## src/rtl/jkff_monitor_if.sv

```systemverilog
// jkff_monitor_if
//   Bundles the stimulus/response signals between a JK flop bank under test
//   (plus whatever drives it) and the jkff_monitor response checker.
//   master : side that drives en/j/k and the flop outputs q/qb
//   slave  : the monitor; samples en/j/k/q/qb, drives the status outputs
//   en             level, 1 = check lanes
//   j, k           J/K inputs seen by the flops (WIDTH)
//   q, qb          flop outputs and complemented outputs (WIDTH)
//   err            one-cycle pulse, previous compare failed
//   err_sticky     set on first error, cleared only by rst
//   err_mask       failing lanes of the previous compare (WIDTH)
//   first_err_mask err_mask captured at the first error (WIDTH)
//   err_cnt        saturating failing-compare count (CNT_W)
//   chk_cnt        saturating compare count (CNT_W)
//   state          00 IDLE, 01 CHECK, 10 FAIL
interface jkff_monitor_if #(
  parameter int WIDTH = 1,
  parameter int CNT_W = 8
);
  logic             en;
  logic [WIDTH-1:0] j;
  logic [WIDTH-1:0] k;
  logic [WIDTH-1:0] q;
  logic [WIDTH-1:0] qb;
  logic             err;
  logic             err_sticky;
  logic [WIDTH-1:0] err_mask;
  logic [WIDTH-1:0] first_err_mask;
  logic [CNT_W-1:0] err_cnt;
  logic [CNT_W-1:0] chk_cnt;
  logic [1:0]       state;

  modport master (
    output en, j, k, q, qb,
    input  err, err_sticky, err_mask, first_err_mask, err_cnt, chk_cnt, state
  );

  modport slave (
    input  en, j, k, q, qb,
    output err, err_sticky, err_mask, first_err_mask, err_cnt, chk_cnt, state
  );
endinterface

```

## src/rtl/jkff_monitor.sv

```systemverilog
// jkff_monitor
//   Response checker for a bank of WIDTH JK flip-flops sharing clk/rst with
//   the monitor. Runs its own JK reference model on every edge and compares
//   the sampled q/qb against it while checking is enabled. Keeps saturating
//   error/compare counters and sticky first-error information.
//   clk  in  rising-edge clock shared with the monitored flops
//   rst  in  asynchronous active-high reset shared with the monitored flops
//   mon  jkff_monitor_if.slave : en/j/k/q/qb in, status/statistics out
//   Parameters: WIDTH lanes, CNT_W counter width, HALT_ON_ERR stop on first error.
module jkff_monitor #(
  parameter int WIDTH       = 1,
  parameter int CNT_W       = 8,
  parameter int HALT_ON_ERR = 0
) (
  input  logic          clk,
  input  logic          rst,
  jkff_monitor_if.slave mon
);

  typedef enum logic [1:0] {
    IDLE  = 2'b00,
    CHECK = 2'b01,
    FAIL  = 2'b10
  } state_t;

  state_t           st_q, st_d;
  logic [WIDTH-1:0] q_exp, q_exp_d;
  logic [WIDTH-1:0] fail_lanes;
  logic             any_fail;
  logic             do_cmp;

  logic             err_q;
  logic             sticky_q;
  logic [WIDTH-1:0] mask_q;
  logic [WIDTH-1:0] first_q;
  logic [CNT_W-1:0] err_cnt_q;
  logic [CNT_W-1:0] chk_cnt_q;

  // Reference model: hold / reset / set / toggle per lane.
  always_comb begin
    q_exp_d = (mon.j & ~mon.k) | (~mon.j & ~mon.k & q_exp) | (mon.j & mon.k & ~q_exp);
  end

  // Sampled q/qb come from the same edge that produced q_exp.
  always_comb begin
    fail_lanes = (mon.q ^ q_exp) | (mon.qb ^ ~q_exp);
    any_fail   = |fail_lanes;
  end

  // A failing first compare straight out of IDLE also halts, so the FAIL
  // state always reflects the first error when halting is enabled.
  always_comb begin
    st_d   = st_q;
    do_cmp = 1'b0;
    case (st_q)
      IDLE: begin
        if (mon.en) begin
          do_cmp = 1'b1;
          st_d   = ((HALT_ON_ERR != 0) && any_fail) ? FAIL : CHECK;
        end
      end
      CHECK: begin
        if (!mon.en) begin
          st_d = IDLE;
        end else begin
          do_cmp = 1'b1;
          if ((HALT_ON_ERR != 0) && any_fail) st_d = FAIL;
        end
      end
      FAIL:    st_d = FAIL;
      default: st_d = IDLE;
    endcase
  end

  always_ff @(posedge clk or posedge rst) begin
    if (rst) begin
      st_q  <= IDLE;
      q_exp <= '0;
    end else begin
      st_q  <= st_d;
      q_exp <= q_exp_d;
    end
  end

  always_ff @(posedge clk or posedge rst) begin
    if (rst) begin
      err_q     <= 1'b0;
      mask_q    <= '0;
      sticky_q  <= 1'b0;
      first_q   <= '0;
      err_cnt_q <= '0;
      chk_cnt_q <= '0;
    end else begin
      err_q  <= do_cmp & any_fail;
      mask_q <= do_cmp ? fail_lanes : '0;
      if (do_cmp) begin
        if (chk_cnt_q != '1) chk_cnt_q <= chk_cnt_q + 1'b1;
        if (any_fail) begin
          if (err_cnt_q != '1) err_cnt_q <= err_cnt_q + 1'b1;
          if (!sticky_q) begin
            sticky_q <= 1'b1;
            first_q  <= fail_lanes;
          end
        end
      end
    end
  end

  assign mon.err            = err_q;
  assign mon.err_sticky     = sticky_q;
  assign mon.err_mask       = mask_q;
  assign mon.first_err_mask = first_q;
  assign mon.err_cnt        = err_cnt_q;
  assign mon.chk_cnt        = chk_cnt_q;
  assign mon.state          = st_q;

endmodule

```

## src/flat_wrapper.sv

```systemverilog
// flat-port wrapper written by rule: the top's interface ports become plain ports
module jkff_monitor_flat 
#(
  parameter int WIDTH       = 1,
  parameter int CNT_W       = 8,
  parameter int HALT_ON_ERR = 0
)
  (clk, rst, mon_en, mon_j, mon_k, mon_q, mon_qb, mon_err, mon_err_sticky, mon_err_mask, mon_first_err_mask, mon_err_cnt, mon_chk_cnt, mon_state);
  jkff_monitor_if #(.WIDTH(WIDTH), .CNT_W(CNT_W)) mon_i ();
  input  logic clk;
  input  logic rst;
  input wire logic [$bits(mon_i.en)-1:0] mon_en;
  input wire logic [$bits(mon_i.j)-1:0] mon_j;
  input wire logic [$bits(mon_i.k)-1:0] mon_k;
  input wire logic [$bits(mon_i.q)-1:0] mon_q;
  input wire logic [$bits(mon_i.qb)-1:0] mon_qb;
  output wire logic [$bits(mon_i.err)-1:0] mon_err;
  output wire logic [$bits(mon_i.err_sticky)-1:0] mon_err_sticky;
  output wire logic [$bits(mon_i.err_mask)-1:0] mon_err_mask;
  output wire logic [$bits(mon_i.first_err_mask)-1:0] mon_first_err_mask;
  output wire logic [$bits(mon_i.err_cnt)-1:0] mon_err_cnt;
  output wire logic [$bits(mon_i.chk_cnt)-1:0] mon_chk_cnt;
  output wire logic [$bits(mon_i.state)-1:0] mon_state;
  assign mon_i.en = mon_en;
  assign mon_i.j = mon_j;
  assign mon_i.k = mon_k;
  assign mon_i.q = mon_q;
  assign mon_i.qb = mon_qb;
  assign mon_err = mon_i.err;
  assign mon_err_sticky = mon_i.err_sticky;
  assign mon_err_mask = mon_i.err_mask;
  assign mon_first_err_mask = mon_i.first_err_mask;
  assign mon_err_cnt = mon_i.err_cnt;
  assign mon_chk_cnt = mon_i.chk_cnt;
  assign mon_state = mon_i.state;
  jkff_monitor #(.WIDTH(WIDTH), .CNT_W(CNT_W), .HALT_ON_ERR(HALT_ON_ERR)) u_core (.clk(clk), .rst(rst), .mon(mon_i));
endmodule
```

## config.mk

```make
export PLATFORM = sky130hd
export DESIGN_NAME = jkff_monitor_flat
export DESIGN_NICKNAME = d
export VERILOG_FILES = /design/src/rtl/jkff_monitor_if.sv /design/src/rtl/jkff_monitor.sv /design/src/flat_wrapper.sv
export SDC_FILE = /design/constraint.sdc
export NUM_CORES = 1
export LEC_CHECK = 0
export CELL_PAD_IN_SITES_DETAIL_PLACEMENT = 2
export CELL_PAD_IN_SITES_GLOBAL_PLACEMENT = 2
export CORE_AREA = 2 2 61 63
export DETAILED_ROUTE_END_ITERATION = 7
export DIE_AREA = 0 0 63 65
export GPL_ROUTABILITY_DRIVEN = 0
export GPL_TIMING_DRIVEN = 1
export PLACE_DENSITY = 0.75
export SETUP_SLACK_MARGIN = 0.1
export SYNTH_ARGS = -nofsm -noshare
export SYNTH_HDL_FRONTEND = slang
export SYNTH_SLANG_ARGS = --single-unit
```

## constraint.sdc

```tcl
create_clock -name clk -period 2.65 [get_ports clk]
set_input_delay 0.265 -clock clk [delete_from_list [all_inputs] [get_ports clk]]
set_output_delay 0.265 -clock clk [all_outputs]
set_load 0.03 [all_outputs]
```

==> impl_metrics.env <==
export IMPL_postCtsHoldBufs=0
export IMPL_fp_row_count=22
export IMPL_dpl_cell_area_um2=1350
export IMPL_maxSlewViolCount=0
export IMPL_port_buffers=28
export IMPL_cp_max_fo=6
export IMPL_finClkSkew_ps=6.21
export IMPL_ios=29
export IMPL_diodes=0
export IMPL_firstDrtPassIters=4
export IMPL_rr_worst_depth=5
export IMPL_peakVddDrop_v=0.000422
export IMPL_cts_resized=0
export IMPL_r2r_start="u_core.mon.err_cnt[0]$_DFFE_PP0P_"
export IMPL_critPathArrivalTime_ps=1500
export IMPL_grt_max_degree=23
export IMPL_yosysSeqAreaShare_pct=54.1
export IMPL_first_iter_violations=34
export IMPL_design_area_um2=1370
export IMPL_hp_class="input pin to async pin"
export IMPL_fin_nets=126
export IMPL_clock_sinks=22
export IMPL_setup_viol=0
export IMPL_worst_pin_slew_ps=854
export IMPL_htreeDepth=1
export IMPL_yosysUniqueCellTypes=29
export IMPL_cts_tree="yes"
export IMPL_grt_use_met3_pct=2.43
export IMPL_cts_max_path_buffers=2
export IMPL_path_class="flop to primary output"
export IMPL_vias=755
export IMPL_use_met1_pct=16.8
export IMPL_path_buf_inv=1
export IMPL_required_ps=2380
export IMPL_path_cells="clkdlybuf4s50_1"
export IMPL_cellPowerDensity_nw_per_um2=1080
export IMPL_synth_seq_cells=22
export IMPL_grt_pass1_vias=867
export IMPL_outcome="completed"
export IMPL_drv_cap=0
export IMPL_grtUsageMet2_pct=24.2
export IMPL_layout_drive_gt1_share_pct=9.57
export IMPL_layout_commonest_cell="clkdlybuf4s50_1"
export IMPL_core_area_um2=3500
export IMPL_p_leak_nw=0.564
export IMPL_endpoint_kind="primary output"
export IMPL_fmax_ghz=0.568
export IMPL_fin_tns_setup_ps=0
export IMPL_grtUsageTotal_pct=13.6
export IMPL_postSynthAreaPerCell_um2=12.0
export IMPL_synth_net_count=94
export IMPL_worst_setup_path_start_kind="flop"
export IMPL_drc=0
export IMPL_grt_pass1_wl_um=4360
export IMPL_grt_ovfl_total=0
export IMPL_area_delta_synth_final_pct=34.9
export IMPL_final_cell_mix="clkdlybuf4s50_1 (28), dfrtp_1 (22), xnor2_1 (6), inv_1 (6), nand2_1 (5)"
export IMPL_post_cts_buffers=0
export IMPL_netlist_area_um2=1020
export IMPL_r2r_end="u_core.mon.err_cnt[1]$_DFFE_PP0P_"
export IMPL_timing_final_crit_share_pct=66.4
export IMPL_antenna_found_initial=0
export IMPL_cts_root_buf="clkbuf_4"
export IMPL_grt_busiest_layer="met2"
export IMPL_dieWidth_um=63
export IMPL_rrSetupSlack_ps=1090
export IMPL_max_slew_margin_pct=43.0
export IMPL_rsz0062_at_grt="no"
export IMPL_ant_nets=0
export IMPL_clkTransAtPathRegs_ps=120
export IMPL_slowest_stage="clkdlybuf4s50_1"
export IMPL_via_per_inst=4.63
export IMPL_drt_wirelength_per_cell_um=14.5
export IMPL_yosys_warnings=0
export IMPL_die_h_um=65
export IMPL_cts_buffers=3
export IMPL_cp_slowest_stage_delay_ps=720
export IMPL_start_util_pct=29.1
export IMPL_critPathTopFamily="buffers and inverters"
export IMPL_die_area_um2=4100
export IMPL_hold_viol=0
export IMPL_place_hpwl_um=1830
export IMPL_fin_crit_ps=1760
export IMPL_finalWirelength_um=2370
export IMPL_syn_inst=85
export IMPL_clk_latency_ps=300
-- where the power goes --
group | internal (mW) | total, mW | switching [mW]
Sequential | 0.453 | 0.604 | 0.151
Clock | 0.0530 | 0.153 | 0.100
Combinational | 0.321 | 0.730 | 0.409
Total | 0.827 | 1.49 | 0.660
-- synth_stat cells --
master / number / area [um2]
ha_1: 2 / 25.0
buf_4: 1 / 7.51
o21ai_2: 1 / 8.76
nor2_1: 2 / 7.51
dfrtp_1: 22 / 551
o21ai_0: 2 / 10.0
a21oi_1: 4 / 20.0
nor4_2: 1 / 12.5
nor2_2: 1 / 6.26
nand4_1: 3 / 18.8
o221ai_4: 1 / 26.3
o21bai_1: 1 / 7.51
nor2b_1: 1 / 6.26
and3_1: 2 / 12.5
xor2_1: 3 / 26.3
mux2_2: 2 / 22.5
inv_1: 6 / 22.5
xnor2_1: 6 / 52.6
and4_1: 2 / 17.5
o2111ai_1: 1 / 8.76
nand2b_1: 3 / 18.8
nor3_1: 2 / 10.0
mux2i_1: 1 / 10.0
nor4b_2: 1 / 15.0
nand3_1: 4 / 20.0
nand2_1: 5 / 18.8
mux2_1: 3 / 33.8
nor2b_4: 1 / 13.8
nor3b_1: 1 / 7.51
-- final cells by class --
class	count	area, um2
Clock buffer	3	22.5
Sequential cell	22	551
Inverter	6	22.5
Fill cell	392	2120
Multi-Input combinational cell	56	437
Timing Repair Buffer	28	280
Tap cell	48	60.1
-- cells by family after synthesis --
family | share of synthesized area (%)
simple gates | 18.2
xor+xnor | 7.75
compound gates | 8.00
mux | 6.52
flops | 54.1
buf+inv | 2.95
fa+ha+maj | 2.46
-- registers in the layout (all words and copies together), names as in the netlist --
register and flops:
u_core.mon.err_cnt 8, u_core.mon.state 2, u_core.q_exp 1, u_core.mon.first_err_mask 1
u_core.mon.err_sticky 1, u_core.mon.chk_cnt 8, u_core.mon.err 1
-- layer usage --
| layer | wire length [um] | up-vias |
|---|---|---|
| li1 | - | 355 |
| met5 | 0 | - |
| met4 | 19 | 0 |
| met3 | 78 | 2 |
| met2 | 1260 | 19 |
| met1 | 1010 | 379 |
-- per-stage QoR --
stage / setup slack, ps / std cells / hold WS [ps] / util, % / power, mW
floorplan: 1010 / 85 / 254 / - / 1.02
global placement: 822 / 160 / 429 / 38.6 / 1.32
detailed placement: 763 / 160 / 423 / 38.6 / 1.35
CTS: 877 / 163 / 449 / 39.3 / 1.51
global route: 807 / 163 / 488 / 39.3 / 1.61
finish: 890 / 163 / 423 / 39.3 / 1.49
-- how the worst max path moves through the flow --
stage                                                  from                                end  slack [ps]  cells past startpoint
final                     u_core.mon.chk_cnt[3]$_DFFE_PP0P_                     mon_chk_cnt[3]         890                      1
after global routing      u_core.mon.chk_cnt[3]$_DFFE_PP0P_                     mon_chk_cnt[3]         810                      1
after CTS                 u_core.mon.chk_cnt[3]$_DFFE_PP0P_                     mon_chk_cnt[3]         880                      1
after global placement                               mon_en  u_core.mon.err_cnt[7]$_DFFE_PP0P_         820                      5
after detailed placement                             mon_en  u_core.mon.err_cnt[7]$_DFFE_PP0P_         760                      5
after floorplan           u_core.mon.err_cnt[0]$_DFFE_PP0P_  u_core.mon.err_cnt[1]$_DFFE_PP0P_        1010                      5
Power figures use the tool's default switching activity.
